--- config.mk ---
export PLATFORM = sky130hd
export DESIGN_NAME = mult_div_unit
export DESIGN_NICKNAME = d
export VERILOG_FILES = /design/src/rtl/mult_div_unit.sv
export SDC_FILE = /design/constraint.sdc
export NUM_CORES = 2
export LEC_CHECK = 0
export ABC_AREA = 1
export ABC_CLOCK_PERIOD_IN_PS = 8900
export BUFFER_PORTS_ARGS = -buffer_cell sky130_fd_sc_hd__buf_2
export CAP_MARGIN = 20
export CORE_ASPECT_RATIO = 0.5
export CORE_MARGIN = 2
export CORE_UTILIZATION = 60
export CTS_CLUSTER_DIAMETER = 200
export DETAILED_ROUTE_END_ITERATION = 10
export MAX_ROUTING_LAYER = met4
export PLACE_DENSITY_LB_ADDON = 0.1
export SLEW_MARGIN = 30
export SYNTH_ARGS = -nofsm -noshare
export SYNTH_HDL_FRONTEND = slang
export SYNTH_SLANG_ARGS = --single-unit
--- constraint.sdc ---
create_clock -name clk -period 8.9 [get_ports clk]
set_input_delay 0.445 -clock clk [delete_from_list [all_inputs] [get_ports clk]]
set_output_delay 0.445 -clock clk [all_outputs]
set_load 0.02 [all_outputs]
--- src/rtl/mult_div_unit.sv ---
// Iterative multiply/divide unit for the EXE stage: multi-cycle MULT/MULTU and restoring
// DIV/DIVU producing registered HI/LO, with pipeline stall, hold and flush handshakes.
module mult_div_unit #(
    parameter int unsigned MULT_CYCLES = 2
) (
    input  logic        clk,
    input  logic        rst,
    input  logic [2:0]  EXE_MultDivOp,
    input  logic [31:0] EXE_rs,
    input  logic [31:0] EXE_rt,
    input  logic        EXE_Wr,
    input  logic        Flush,
    output logic        DIVMULTBusy,
    output logic        Result_Valid,
    output logic [31:0] HI_out,
    output logic [31:0] LO_out
);

    localparam logic [2:0] OP_MULT  = 3'b001;
    localparam logic [2:0] OP_MULTU = 3'b010;
    localparam logic [2:0] OP_DIV   = 3'b011;
    localparam logic [2:0] OP_DIVU  = 3'b100;
    localparam logic [4:0] MUL_LAST = 5'(MULT_CYCLES - 1);

    typedef enum logic [1:0] {IDLE, MUL, DIV, DONE} state_t;

    state_t      state_q, state_d;
    logic [4:0]  cnt_q, cnt_d;
    logic [2:0]  op_q, op_d;
    logic [31:0] a_q, a_d, b_q, b_d;
    logic [31:0] rem_q, rem_d, quo_q, quo_d;
    logic [31:0] hi_q, hi_d, lo_q, lo_d;

    logic        op_valid, op_is_mul, in_neg;
    logic [31:0] in_mag;
    logic        is_signed, a_neg, b_neg, q_neg;
    logic [31:0] b_mag;
    logic [63:0] a_ext, b_ext, prod;
    logic [32:0] rem_sh;
    logic        fits;
    logic [31:0] rem_next, quo_next;

    always_comb begin
        op_valid  = (EXE_MultDivOp != 3'b000) && (EXE_MultDivOp <= OP_DIVU);
        op_is_mul = (EXE_MultDivOp == OP_MULT) || (EXE_MultDivOp == OP_MULTU);
        in_neg    = (EXE_MultDivOp == OP_DIV) && EXE_rs[31];
        in_mag    = in_neg ? -EXE_rs : EXE_rs;

        is_signed = (op_q == OP_MULT) || (op_q == OP_DIV);
        a_neg     = is_signed && a_q[31];
        b_neg     = is_signed && b_q[31];
        q_neg     = a_neg ^ b_neg;
        b_mag     = b_neg ? -b_q : b_q;

        // Sign- or zero-extend to 64 bits; the low 64 bits of the product are then exact
        a_ext = {{32{a_neg}}, a_q};
        b_ext = {{32{b_neg}}, b_q};
        prod  = a_ext * b_ext;

        // One restoring step: shift next dividend bit into the partial remainder
        rem_sh   = {rem_q, quo_q[31]};
        fits     = rem_sh >= {1'b0, b_mag};
        rem_next = fits ? 32'(rem_sh - {1'b0, b_mag}) : rem_sh[31:0];
        quo_next = {quo_q[30:0], fits};
    end

    always_comb begin
        state_d = state_q;
        cnt_d   = cnt_q;
        op_d    = op_q;
        a_d     = a_q;
        b_d     = b_q;
        rem_d   = rem_q;
        quo_d   = quo_q;
        hi_d    = hi_q;
        lo_d    = lo_q;

        if (Flush) begin
            state_d = IDLE;
        end else begin
            unique case (state_q)
                IDLE: begin
                    if (op_valid) begin
                        op_d = EXE_MultDivOp;
                        a_d  = EXE_rs;
                        b_d  = EXE_rt;
                        if (op_is_mul) begin
                            state_d = MUL;
                            cnt_d   = MUL_LAST;
                        end else begin
                            state_d = DIV;
                            cnt_d   = 5'd31;
                            rem_d   = '0;
                            quo_d   = in_mag;
                        end
                    end
                end
                MUL: begin
                    if (cnt_q == 5'd0) begin
                        state_d = DONE;
                        hi_d    = prod[63:32];
                        lo_d    = prod[31:0];
                    end else begin
                        cnt_d = cnt_q - 5'd1;
                    end
                end
                DIV: begin
                    rem_d = rem_next;
                    quo_d = quo_next;
                    if (cnt_q == 5'd0) begin
                        state_d = DONE;
                        if (b_q == 32'd0) begin
                            hi_d = a_q;
                            lo_d = 32'hFFFF_FFFF;
                        end else begin
                            hi_d = a_neg ? -rem_next : rem_next;
                            lo_d = q_neg ? -quo_next : quo_next;
                        end
                    end else begin
                        cnt_d = cnt_q - 5'd1;
                    end
                end
                DONE: begin
                    if (EXE_Wr) state_d = IDLE;
                end
                default: state_d = IDLE;
            endcase
        end
    end

    always_ff @(posedge clk or negedge rst) begin
        if (!rst) begin
            state_q <= IDLE;
            cnt_q   <= '0;
            op_q    <= '0;
            a_q     <= '0;
            b_q     <= '0;
            rem_q   <= '0;
            quo_q   <= '0;
            hi_q    <= '0;
            lo_q    <= '0;
        end else begin
            state_q <= state_d;
            cnt_q   <= cnt_d;
            op_q    <= op_d;
            a_q     <= a_d;
            b_q     <= b_d;
            rem_q   <= rem_d;
            quo_q   <= quo_d;
            hi_q    <= hi_d;
            lo_q    <= lo_d;
        end
    end

    always_comb begin
        DIVMULTBusy  = !Flush && (((state_q == IDLE) && op_valid) ||
                                  (state_q == MUL) || (state_q == DIV));
        Result_Valid = !Flush && (state_q == DONE);
        HI_out       = hi_q;
        LO_out       = lo_q;
    end

endmodule

Yosys cells after proc, flatten, opt, wreduce, memory -nomap -nowiden
Cells that the tools add are included.

Register bits after elaboration: 202. Input port bits: 71. Word-level logic and storage cells: 90.

$add $sub $neg: 6. Multiply operators: 1. Order comparisons: 2. Equal/unequal tests: 16. Muxes and demuxes: 29. Bitwise logic cells: 2. Reduce and logical (&&, ||, !) cells: 25.

Operator list (count): $mux 32 (15); $pmux 32 s2 (4); $neg 32->32 (4); $mul 33x33->64 (1); $ge 33x32->1 (1); $logic_not 32->1 (1); $sub 32x32->32 (1); $mux 5 (3); $reduce_and 4->1 (3); $mux 2 (5); $ne 2x2->1 const B (5); $pmux 5 s2 (1); $eq 3x2->1 const B (3); $logic_and 1x1->1 (7); $eq 3x1->1 const B (2); $ne 3x3->1 const B (2); $pmux 2 s3 (1); $reduce_and 3->1 (2); $reduce_bool 2->1 (3); $logic_not 5->1 (1); $sub 5x1->5 const B (1); $eq 2x2->1 const B (2); $logic_or 1x1->1 (4); $le 3x3->1 const B (1); other kinds (8) (8).

Depth between registers and ports, before layout
Word-level depth: 11. Mapped depth: 41.

Worst setup path before layout
No wires, ideal clock.

Kind: reg-to-reg. Start: register a_q[31]. End: register hi_q[29] (netlist: HI_out[29]). Library setup time: 0.118 ns. Data arrival time: 7.549 ns. Slack: 1.233 ns. Cell stages (with the launch flop): 30. Period minus slack after synthesis: 7.667 ns. Cells stage by stage: dfrtp_1 > clkbuf_1 > clkbuf_1 > nand2_1 > nor2_1 > fa_1 > inv_1 > fa_1 > inv_1 > fa_1 > fa_1 > inv_1 > fa_1 > inv_1 > fa_1 > inv_1 > fa_1 > fa_1 > inv_1 > ha_1 > a21oi_1 > o21a_1 > o21ai_0 > a311oi_1 > o311ai_0 > or2_2 > nand3_1 > nand2_1 > a21oi_1 > nor2_1.

Cells in the longest elaborated chain, start to end: 5. Elaborated cells between the ends (all ways): 7.

Ends and longest elaborated chain: start: declaration (line 30) `logic [31:0] a_q, a_d, b_q, b_d;`; start signal: assignment (line 136) `a_q <= '0;`; start signal: assignment (line 146) `a_q <= a_d;`; branches (longest 4 deep; another with $mul 33x33->64); $pmux 32 s2 (*) (line 81) `unique case (state_q)`; end signal: assignment (line 150) `hi_q <= hi_d;`; end: declaration (line 32) `logic [31:0] hi_q, hi_d, lo_q, lo_d;`.

Mark *: on every way between the ends. The select of a mux whose other input is x is not followed. A chain may end at the register's enable or synchronous reset.

Worst setup path after layout
Start: register a_q[11]. End: register hi_q[27] (netlist: HI_out[27]).

Cells in the longest elaborated chain, start to end: 3.

Ends and longest elaborated chain: $mul 33x33->64 (line 58) `prod = a_ext * b_ext;`; $mux 32 (line 99) `if (cnt_q == 5'd0) begin`; $pmux 32 s2 (line 81).

No other way between the ends. The select of a mux whose other input is x is not followed.

==> summary.md <==
| Metric | Value |
|---|---|
| Area of the multi-input gates | 40,900 um^2 |
| GRT overflow | 0 |
| Fraction of layout cells with a size suffix above 1 | 7.38% |
| Post-synthesis simple-gate area fraction | 19.0% |
| Io pins | 137 |
| Area Overhead vs Synth | 6.93% |
| Seq. cell area | 5040 um^2 |
| Critical path's largest stage delay | 0.97 ns |
| Data required time at the worst endpoint | 9.49 ns |
| Count leader, synth | inv_1 |
| Adder-cell share of the synthesized area | 47.6% |
| Yosys top cell area share | 41.7% |
| Startpoint Class | register |
| Sequential share of the synthesized area | 9.30% |
| FF+latch count, synth | 201 |
| Via count | 49,200 |
| Min-Delay Path Class | in2reg |
| Hold Violations, Final | 0 |
| Row count | 77 |
| Layout net count | 8,541 |
| Initial antenna violation count | 6 |
| Die area | 92,700 um^2 |
| Worst slew pin tran | 1.07 ns |
| RD Place Congestion | 1.11 |
| Critical path buffers and inverters | 6 |
| Root buffer cell | clkbuf_16 |
| Clock Skew | 0.0731 ns |
| Non-Filler Instances | 8,303 |
| Core area | 88,800 um^2 |
| Worst setup path class | reg2reg |
| Mapped Nets | 8,523 |
| Async set or reset register ratio after synthesis | 100% |
| Number of remaining DRC errors | 0 |
| Post-synthesis mux area share | 0.437% |
| Initial DRC count | 6,346 |
| Critical path endpoint category | register |
| Synth top area cells | fa_1 (42%), inv_1 (13%), nand2_1 (12%), dfrtp_1 (9.3%), ha_1 (5.9%) |
| Filler cells | 7,504 |
| Tcrit/Tclk final | 99.1% |
| Average cell area after synthesis | 7.65 um^2 |
| CTS max path bufs | 3 |
| Peak Freq | 113 MHz |
| Max-slew headroom | 27.9% |
| Critical Path Fanout Max | 12 |
| Synthesized instance count | 7,072 |
| CTS tree | done |
| Slowest CP cell | dfrtp_1 |
| Final ANT Viol Nets | 0 |
| Vias in the first global route | 51,100 |
| RSZ-0062 raised after global routing | true |
| Initial Util | 60.9% |
| Most frequent CP cell | fa_1 |
| Drt first pass iters | 8 |
| Clk_lat worst skew | 0.67 ns |
| Die Span Y | 216 um |
| Clk slew on worst S/H paths | 0.07 ns |
| DP Cell Count | 8,240 |
| Cell type with the largest total area after synthesis | fa_1 |
| Status | complete, no violations |
| Max_cap viols | 0 |
| Via/cell ratio | 5.92 |
| Crit path arrival time | 9.41 ns |
| Post-Synth XOR/XNOR Area | 2.02% |
| Synth Cell Area | 54,100 um^2 |
| Main combinational cell family by area after synthesis | adder cells |
| Sink Count | 201 |
| Critical path's top delay family | adder cells |
| Area fraction in compound gates after synthesis | 6.39% |
| Routed wire length | 209,000 um |
| Pins Over Slew Limit | 0 |
| Min Tclk post-route | 8.82 ns |
| Synth cell types | 58 |
| GRT Total Usage | 47.6% |
| Endpoints failing setup | 0 |
| Top FF cell, synth | dfrtp_1 |
| Drt wl/cell | 25.2 um |
| Chip width | 429 um |
| Global-route wire length before repair | 315,000 um |
| TritonCTS Buffers | 26 |
| EDFF count, synth | 0 |
| Port bufs | 136 |
| Estimated wirelength of the detail-placed design | 173,000 um |
| H-tree Lvls | 1 |
| Commonest cells post-synth | inv_1 (1,812), nand2_1 (1,776), fa_1 (1,126), nor2_1 (422), clkbuf_1 (287) |
| Largest net degree at the start of global routing | 101 |
| YS warnings | 0 |
## repair_timing
| action | 4_1_cts | 5_1_grt |
|---|---|---|
| hold buffers | 1 | 0 |
| gates resized for setup | 0 | 18 |
| endpoints found under the setup margin | 0 | 9 |
| endpoints found under the hold margin | 75 | 0 |
| setup buffers | 0 | 6 |
## layout make-up
cell class / instances / area share (%)
clock buffers: 33 / 1.26
inverters: 1822 / 11.9
clock inverters: 15 / 0.292
repair buffers: 345 / 4.57
well taps: 1185 / 2.56
flip-flops and latches: 201 / 8.71
multi-input cells: 4694 / 70.7
diodes: 8 / 0.0346
## flip-flops by register name, indices dropped and copies added (netlist names)
name,cells
rem_q,32
b_q,32
state_q,2
op_q,2
HI_out,32
cnt_q,5
a_q,32
quo_q,32
LO_out,32
## cells in the final DEF, fill, tap and decap left out, types with 43 or more instances in the layout
cell,instances
a31oi_1,49
buf_4,178
nand2_1,1775
buf_2,135
xor2_1,96
o21ai_0,206
nand3_1,184
inv_1,1807
nor2_1,414
a21oi_1,219
nor3_1,43
dfrtp_1,196
fa_1,1124
ha_1,253
## cell families (layout without fill, tap and decap cells)
logic type / count (synthesis) / in the layout
and+or+nand+nor: 2554 / 2554
buffers and inverters: 2177 / 2215
adders and majority gates: 1380 / 1380
AOI/OAI and AO/OA: 614 / 614
DFF: 201 / 201
xor gates and xnor gates: 125 / 125
muxes: 21 / 21
other: 0 / 8
## metal layers
metal	GRT usage, %	vias to the layer above	part of all wire [%]
li1	-	20600	-
met1	64.0	24100	39
met2	59.7	3601	37
met3	21.3	836	17
met4	24.9	0	7.0
met5	-	-	0
## stage by stage
step / setup slack (ns) / hold slack (ns) / setup TNS, ns / instance area (um^2) / util, %
finish: 0.0801 / 0.0225 / 0 / 57800 / 65.1
global route: -0.0322 / 0.0291 / -0.0351 / 57800 / 65.1
CTS: 0.165 / 0.0246 / 0 / 57700 / 65.0
detailed placement: 0.171 / 0.479 / 0 / 56800 / 63.9
global placement: 0.353 / 0.469 / 0 / 56800 / 63.9
floorplan: 1.23 / 0.149 / 0 / 54100 / -
## worst paths after layout
kind                       startpoint         end  slack, ns  cells after the start
max                           a_q[11]  HI_out[27]       0.08                     28
min                        EXE_rt[26]     b_q[26]       0.02                      2
max reg2reg                   a_q[11]  HI_out[27]       0.08                     28
min reg2reg                LO_out[12]  LO_out[12]       0.50                      2
max in group asynchronous         rst   rem_q[27]       6.86                      3
min in group asynchronous         rst   quo_q[19]       0.45                      2
Power is not shown: default switching activity piles up to over one toggle a cycle in this logic, so the estimate is an artifact.
